--- config.mk ---
export PLATFORM = sky130hd
export DESIGN_NAME = nextasic_frame_rx
export DESIGN_NICKNAME = d
export VERILOG_FILES = /design/src/rtl/nextasic_pkg.sv /design/src/rtl/nextasic_sync_fifo.sv /design/src/rtl/nextasic_frame_rx.sv
export SDC_FILE = /design/constraint.sdc
export NUM_CORES = 1
export LEC_CHECK = 0
export ABC_CLOCK_PERIOD_IN_PS = 2450
export BUFFER_PORTS_ARGS = -buffer_cell sky130_fd_sc_hd__buf_2
export CORE_UTILIZATION = 60
export DETAILED_ROUTE_END_ITERATION = 7
export GPL_ROUTABILITY_DRIVEN = 1
export PLACE_DENSITY_LB_ADDON = 0.05
export SYNTH_ARGS = -nofsm -noshare
export SYNTH_HDL_FRONTEND = slang
export SYNTH_SLANG_ARGS = --single-unit
export TNS_END_PERCENT = 1
--- constraint.sdc ---
create_clock -name clk -period 2.45 [get_ports clk]
set_clock_uncertainty 0.2 [all_clocks]
set_input_delay 0.3675 -clock clk [delete_from_list [all_inputs] [get_ports clk]]
set_output_delay 0.3675 -clock clk [all_outputs]
set_load 0.005 [all_outputs]
--- src/rtl/nextasic_pkg.sv ---
// Shared types and constants for the NeXT ASIC serial frame receiver.
package nextasic_pkg;

  // Receiver FSM states; the top module mirrors these as plain 3-bit constants.
  typedef enum logic [2:0] {
    IDLE  = 3'd0,
    SHIFT = 3'd1,
    PAR   = 3'd2,
    DONE  = 3'd3,
    GAP   = 3'd4
  } rx_state_t;

  localparam int   NEXTASIC_FRAME_W   = 40;
  localparam logic NEXTASIC_START_BIT = 1'b1;

endpackage

--- src/rtl/nextasic_sync_fifo.sv ---
// Show-ahead synchronous FIFO. The head word is visible on rdata whenever the
// FIFO is non-empty; when empty, rdata holds the last popped word (0 after reset).
// Pointers carry one extra MSB so full and empty are distinguishable.
module nextasic_sync_fifo #(
  parameter int WIDTH = 40,
  parameter int DEPTH = 2,
  localparam int AW = $clog2(DEPTH)
) (
  input  logic             clk,
  input  logic             rst_n,
  input  logic             push,
  input  logic             pop,
  input  logic [WIDTH-1:0] wdata,
  output logic [WIDTH-1:0] rdata,
  output logic             full,
  output logic             empty,
  output logic [AW:0]      level
);

  logic [AW:0]      wr_ptr_reg;
  logic [AW:0]      rd_ptr_reg;
  logic [WIDTH-1:0] hold_reg;
  logic [WIDTH-1:0] mem_q [DEPTH];
  logic             pop_ok;
  logic             push_ok;

  assign empty   = (wr_ptr_reg == rd_ptr_reg);
  assign full    = (wr_ptr_reg[AW] != rd_ptr_reg[AW]) &&
                   (wr_ptr_reg[AW-1:0] == rd_ptr_reg[AW-1:0]);
  assign level   = wr_ptr_reg - rd_ptr_reg;
  assign pop_ok  = pop && !empty;
  // A pop on the same edge frees the slot a full FIFO would otherwise refuse.
  assign push_ok = push && (!full || pop_ok);

  // Storage entries are reset so the head output can never show X.
  generate
    for (genvar gi = 0; gi < DEPTH; gi++) begin : g_entry
      logic [WIDTH-1:0] entry_reg;

      // Capture the write word when this slot is addressed by the write pointer.
      always_ff @(posedge clk or negedge rst_n) begin
        if (!rst_n) begin
          entry_reg <= '0;
        end else if (push_ok && (wr_ptr_reg[AW-1:0] == AW'(gi))) begin
          entry_reg <= wdata;
        end
      end

      assign mem_q[gi] = entry_reg;
    end
  endgenerate

  // Pointer advance and retention of the most recently popped word.
  always_ff @(posedge clk or negedge rst_n) begin
    if (!rst_n) begin
      wr_ptr_reg <= '0;
      rd_ptr_reg <= '0;
      hold_reg   <= '0;
    end else begin
      if (push_ok) wr_ptr_reg <= wr_ptr_reg + (AW+1)'(1);
      if (pop_ok) begin
        rd_ptr_reg <= rd_ptr_reg + (AW+1)'(1);
        hold_reg   <= mem_q[rd_ptr_reg[AW-1:0]];
      end
    end
  end

  assign rdata = empty ? hold_reg : mem_q[rd_ptr_reg[AW-1:0]];

endmodule

--- src/rtl/nextasic_frame_rx.sv ---
// Serial frame receiver: start bit, DATA_W data bits MSB-first, optional even
// parity bit, then queued into a show-ahead FIFO drained by a valid/ready port.
// Optional feature macro: NEXTASIC_RX_PARITY_EN (adds the parity bit per frame).
module nextasic_frame_rx
  import nextasic_pkg::*;
#(
  parameter int DATA_W     = NEXTASIC_FRAME_W,
  parameter int DEPTH      = 2,
  parameter int GAP_CYCLES = 1,
  localparam int LW = $clog2(DEPTH) + 1
) (
  input  logic              clk,
  input  logic              rst_n,
  input  logic              si,
  output logic [DATA_W-1:0] m_data,
  output logic              m_perr,
  output logic              m_valid,
  input  logic              m_ready,
  output logic              overrun,
  input  logic              clr_overrun,
  output logic [LW-1:0]     level,
  output logic              busy
);

  localparam logic [2:0] S_IDLE  = IDLE;
  localparam logic [2:0] S_SHIFT = SHIFT;
  localparam logic [2:0] S_PAR   = PAR;
  localparam logic [2:0] S_DONE  = DONE;
  localparam logic [2:0] S_GAP   = GAP;
  localparam int         CNT_W   = $clog2(DATA_W + 1);

`ifdef NEXTASIC_RX_PARITY_EN
  localparam bit PARITY_ON = 1'b1;
  localparam int FW        = DATA_W + 1;
`else
  localparam bit PARITY_ON = 1'b0;
  localparam int FW        = DATA_W;
`endif

  logic [2:0]        state_reg;
  logic [DATA_W-1:0] sr_reg;
  logic [CNT_W-1:0]  cnt_reg;
  logic [3:0]        gap_cnt_reg;
  logic              overrun_reg;
  logic              push;
  logic              pop;
  logic              fifo_full;
  logic              fifo_empty;
  logic [FW-1:0]     push_word;
  logic [FW-1:0]     head_word;

  // Frame FSM: start detect, shifting, optional parity, push cycle, guard gap.
  always_ff @(posedge clk or negedge rst_n) begin
    if (!rst_n) begin
      state_reg   <= S_IDLE;
      sr_reg      <= '0;
      cnt_reg     <= '0;
      gap_cnt_reg <= '0;
    end else begin
      case (state_reg)
        S_IDLE: begin
          if (si == NEXTASIC_START_BIT) begin
            state_reg <= S_SHIFT;
            cnt_reg   <= '0;
          end
        end
        S_SHIFT: begin
          sr_reg  <= {sr_reg[DATA_W-2:0], si};
          cnt_reg <= cnt_reg + CNT_W'(1);
          if (cnt_reg == CNT_W'(DATA_W - 1)) begin
            state_reg <= PARITY_ON ? S_PAR : S_DONE;
          end
        end
        S_PAR: state_reg <= S_DONE;
        S_DONE: begin
          gap_cnt_reg <= '0;
          state_reg   <= (GAP_CYCLES == 0) ? S_IDLE : S_GAP;
        end
        S_GAP: begin
          if (gap_cnt_reg == 4'(GAP_CYCLES - 1)) begin
            state_reg <= S_IDLE;
          end else begin
            gap_cnt_reg <= gap_cnt_reg + 4'd1;
          end
        end
        default: state_reg <= S_IDLE;
      endcase
    end
  end

`ifdef NEXTASIC_RX_PARITY_EN
  logic par_reg;

  // Latch the trailing parity bit while in PAR.
  always_ff @(posedge clk or negedge rst_n) begin
    if (!rst_n) begin
      par_reg <= 1'b0;
    end else if (state_reg == S_PAR) begin
      par_reg <= si;
    end
  end

  // Even parity over data plus parity bit: a set result flags an error.
  assign push_word = {^{sr_reg, par_reg}, sr_reg};
  assign m_perr    = head_word[FW-1];
`else
  assign push_word = sr_reg;
  assign m_perr    = 1'b0;
`endif

  assign push    = (state_reg == S_DONE);
  assign pop     = m_ready && m_valid;
  assign m_valid = !fifo_empty;
  assign m_data  = head_word[DATA_W-1:0];
  assign busy    = (state_reg != S_IDLE);
  assign overrun = overrun_reg;

  // Sticky overrun: set on a refused push, cleared by pulse; set has priority.
  always_ff @(posedge clk or negedge rst_n) begin
    if (!rst_n) begin
      overrun_reg <= 1'b0;
    end else if (push && fifo_full && !pop) begin
      overrun_reg <= 1'b1;
    end else if (clr_overrun) begin
      overrun_reg <= 1'b0;
    end
  end

  nextasic_sync_fifo #(
    .WIDTH (FW),
    .DEPTH (DEPTH)
  ) u_fifo (
    .clk   (clk),
    .rst_n (rst_n),
    .push  (push),
    .pop   (pop),
    .wdata (push_word),
    .rdata (head_word),
    .full  (fifo_full),
    .empty (fifo_empty),
    .level (level)
  );

endmodule
==> impl_metrics.tcl <==
set metrics [dict create \
    outcome "complete, but fails checks" \
    violations "setup timing" \
    drc 0 \
    syn_nets 531 \
    cap_violations 0 \
    fp-row-count 41 \
    cts_tree "built" \
    first_pass_iters 4 \
    antenna_left 0 \
    synthArstFlopShare_pct 100 \
    first_global_vias 4618 \
    synth-seq-cells 178 \
    fin_area_um2 9380 \
    syn_inst 522 \
    num_antenna_cells 0 \
    dp_hpwl_mm 8.45 \
    seqPwrFrac_pct 41.6 \
    numCtsBuffers 17 \
    yosys_warnings 0 \
    rsz0062_at_grt "true" \
    reg2regPathDepth 6 \
    synth_commonest_cells "mux2_2 (237), dfrtp_1 (178), buf_6 (12)" \
    drv_slew 0 \
    synth_cell_types 39 \
    rrSetupSlack_ns 0.13 \
    synth.largest_area_cell "dfrtp_1" \
    reg2reg_from "u_fifo.rd_ptr_reg[0]$_DFFE_PN0P_" \
    whs_path_depth 2 \
    io_buffers 49 \
    place_area_um2 8460 \
    initial_core_util_pct 62.3 \
    path_clk_slew_ns 0.06 \
    placedCellCount 733 \
    cts.sinks 178 \
    wl_mm 14.3 \
    grt_pass1_wl_mm 23.1 \
    vdd_ir_drop_max_uv 600 \
    min_from "si" \
    internal_power_uw 5560 \
    stdcell_count 773 \
    num_vias 4317 \
    worstSetupStartpointType "flip-flop" \
    crit_type "reg -> out" \
    nets 597 \
    vias_per_cell 5.58 \
    clockRootBuffer "clkbuf_16" \
    n_fill_cell 858 \
    htreeDepth 4 \
    endpoint_kind "output pin" \
    power_density_nw_per_um2 785 \
    grt_max_degree 57 \
    finalSetupTns_ns -0.599 \
    grt_overflow 0 \
    swShare_pct 24.5 \
    path_max_fanout 11 \
    combPwrFrac_pct 18.0 \
    finalSetupViolations 36 \
    leakagePower_uw 0.00477 \
    core_area_um2 12700 \
    reg2reg_to "u_fifo.g_entry[0].entry_reg[27]$_DFFE_PN0P_" \
    routedWlPerCell_um 18.5 \
    hold_path_class "in -> reg" \
    fp.dieH_um 117 \
    synth_top_area_share_pct 56.2 \
    syn_area_um2 7920 \
    power_switching_uw 1810 \
    avgSynthCellArea_um2 15.2 \
    regArea_um2 4460 \
    crit_required_ns 1.88 \
    drtIter0Drc 172 \
    io_pins 51 \
    drive_gt1_share_pct 59.2 \
    fmax_mhz 402 \
    yosysMostFrequentCell "mux2_2" \
    die_w_um 117 \
    antenna_found_initial 0 \
    p_clk_share_pct 40.4 \
    yosys-top-cells-area "dfrtp_1 (56%), mux2_2 (34%), buf_6 (1.7%)" \
    fin_ws_ns -0.0352 \
    finalHoldViolations 0 \
    clk_path_buf_depth 2 \
    post-route-period-util_pct 101 \
    multi_input_area_um2 3320 \
    ys.flop_type "dfrtp_1" \
    cp.arrival_ns 1.92 \
    largest_reg_flops 80 \
    clk_latency_ns 0.41 \
    whs_endpoint "push_word[0]$_DFFE_PN0P_" \
    grt_usage_pct 22.6 \
    fin_crit_ns 2.49 \
    yosysSeqAreaShare_pct 56.2 \
    die_area_um2 13700 \
    gp_congestion 0.729 \
    synth-edff-count 0 \
    areaGrowthSynthToFinish_pct 18.4 \
]
[layout by cell type, fill, tap and decap left out, types with 4 or more instances in the layout]
master,instances
inv_1,6
buf_12,10
nand2_1,7
buf_2,38
mux2i_1,4
o21ai_0,5
xnor2_1,4
bufinv_16,5
buf_6,13
dfrtp_1,176
nand4_1,4
clkbuf_8,4
mux2_1,6
mux2_2,226
mux2_4,11
buf_4,11
clkbuf_16,18
clkinv_2,4
a21oi_1,4
[cells by family (layout without fill, tap and decap cells)]
logic type	after synthesis	in the layout	synth area share (%)
buffers and inverters	37	116	3.10
xor gates and xnor gates	7	7	0.869
muxes	247	247	35.0
AOI/OAI and AO/OA	17	17	1.75
adders and majority gates	4	4	0.632
other	1	1	0.0473
and+or+nand+nor	31	31	2.32
DFF	178	178	56.2
[through the flow]
step | setup slack, ns | utilization, % | hold WS (ns) | power, uW
final | -0.0352 | 73.8 | 0.0353 | 7360
after detailed placement | 0.188 | 66.5 | 0.0988 | 4180
after global routing | -0.0958 | 73.8 | 0.0255 | 7610
after CTS | -0.0775 | 72.8 | 0.0190 | 7370
after global placement | 0.230 | 66.5 | 0.0965 | 4150
after floorplan | 0.264 | - | -0.128 | 3800
[metal layers]
layer | GRT usage [%] | wire [um] | vias up | share of wire, %
met4 | 7.26 | 130 | 0 | 0.91
met1 | 28.6 | 6460 | 2252 | 45
met3 | 4.99 | 279 | 11 | 2.0
met5 | 0 | 0 | - | 0
met2 | 38.8 | 7430 | 53 | 52
li1 | - | - | 2001 | -
[worst max-delay path, cell delays in order, from the launching register on]
cell,delay (ns)
dfrtp_2,0.45
ha_4,0.28
nand2_8,0.13
buf_12,0.17
mux2_2,0.34
buf_2,0.13
[layout make-up]
cell class                      count  share of cell area, %
Sequential cell                   178                   47.5
Tap cell                          172                   2.29
Clock buffer                       22                   5.16
Multi-Input combinational cell    307                   35.3
Clock inverter                     10                   1.89
Timing Repair Buffer               77                   7.53
Inverter                            7                  0.280
[worst max-delay path by stage]
| stage | from | endpoint | slack [ns] | cells after the start |
|---|---|---|---|---|
| floorplan | u_fifo.wr_ptr_reg[0]$_DFFE_PN0P_ | u_fifo.g_entry[0].entry_reg[0]$_DFFE_PN0P_ | 0.26 | 6 |
| global placement | u_fifo.rd_ptr_reg[0]$_DFFE_PN0P_ | u_fifo.g_entry[0].entry_reg[26]$_DFFE_PN0P_ | 0.23 | 5 |
| detailed placement | u_fifo.rd_ptr_reg[0]$_DFFE_PN0P_ | u_fifo.g_entry[0].entry_reg[30]$_DFFE_PN0P_ | 0.19 | 5 |
| CTS | u_fifo.rd_ptr_reg[0]$_DFFE_PN0P_ | m_data[19] | -0.08 | 4 |
| global route | u_fifo.rd_ptr_reg[0]$_DFFE_PN0P_ | m_data[33] | -0.1 | 5 |
| finish | u_fifo.rd_ptr_reg[0]$_DFFE_PN0P_ | m_data[11] | -0.04 | 5 |
[what timing repair did]
item | 4_1_cts | 5_1_grt
pin swaps | 3 | 1
buffers inserted | 3 | 1
resized for setup | 14 | 18
setup endpoints to repair | 40 | 40
gates cloned | 1 | 2
endpoints found under the hold margin | 35 | 0
hold buffers | 2 | 0
[power by group through the flow]
stage / combinational [uW] / sequential, uW / clock [uW]
2_1_floorplan: 723 / 3080 / 0
3_3_place_gp: 1050 / 3100 / 0
3_5_place_dp: 1080 / 3100 / 0
4_1_cts: 1280 / 3060 / 3030
5_1_grt: 1390 / 3070 / 3150
6_report: 1320 / 3070 / 2970
Power figures use the tool's default switching activity.
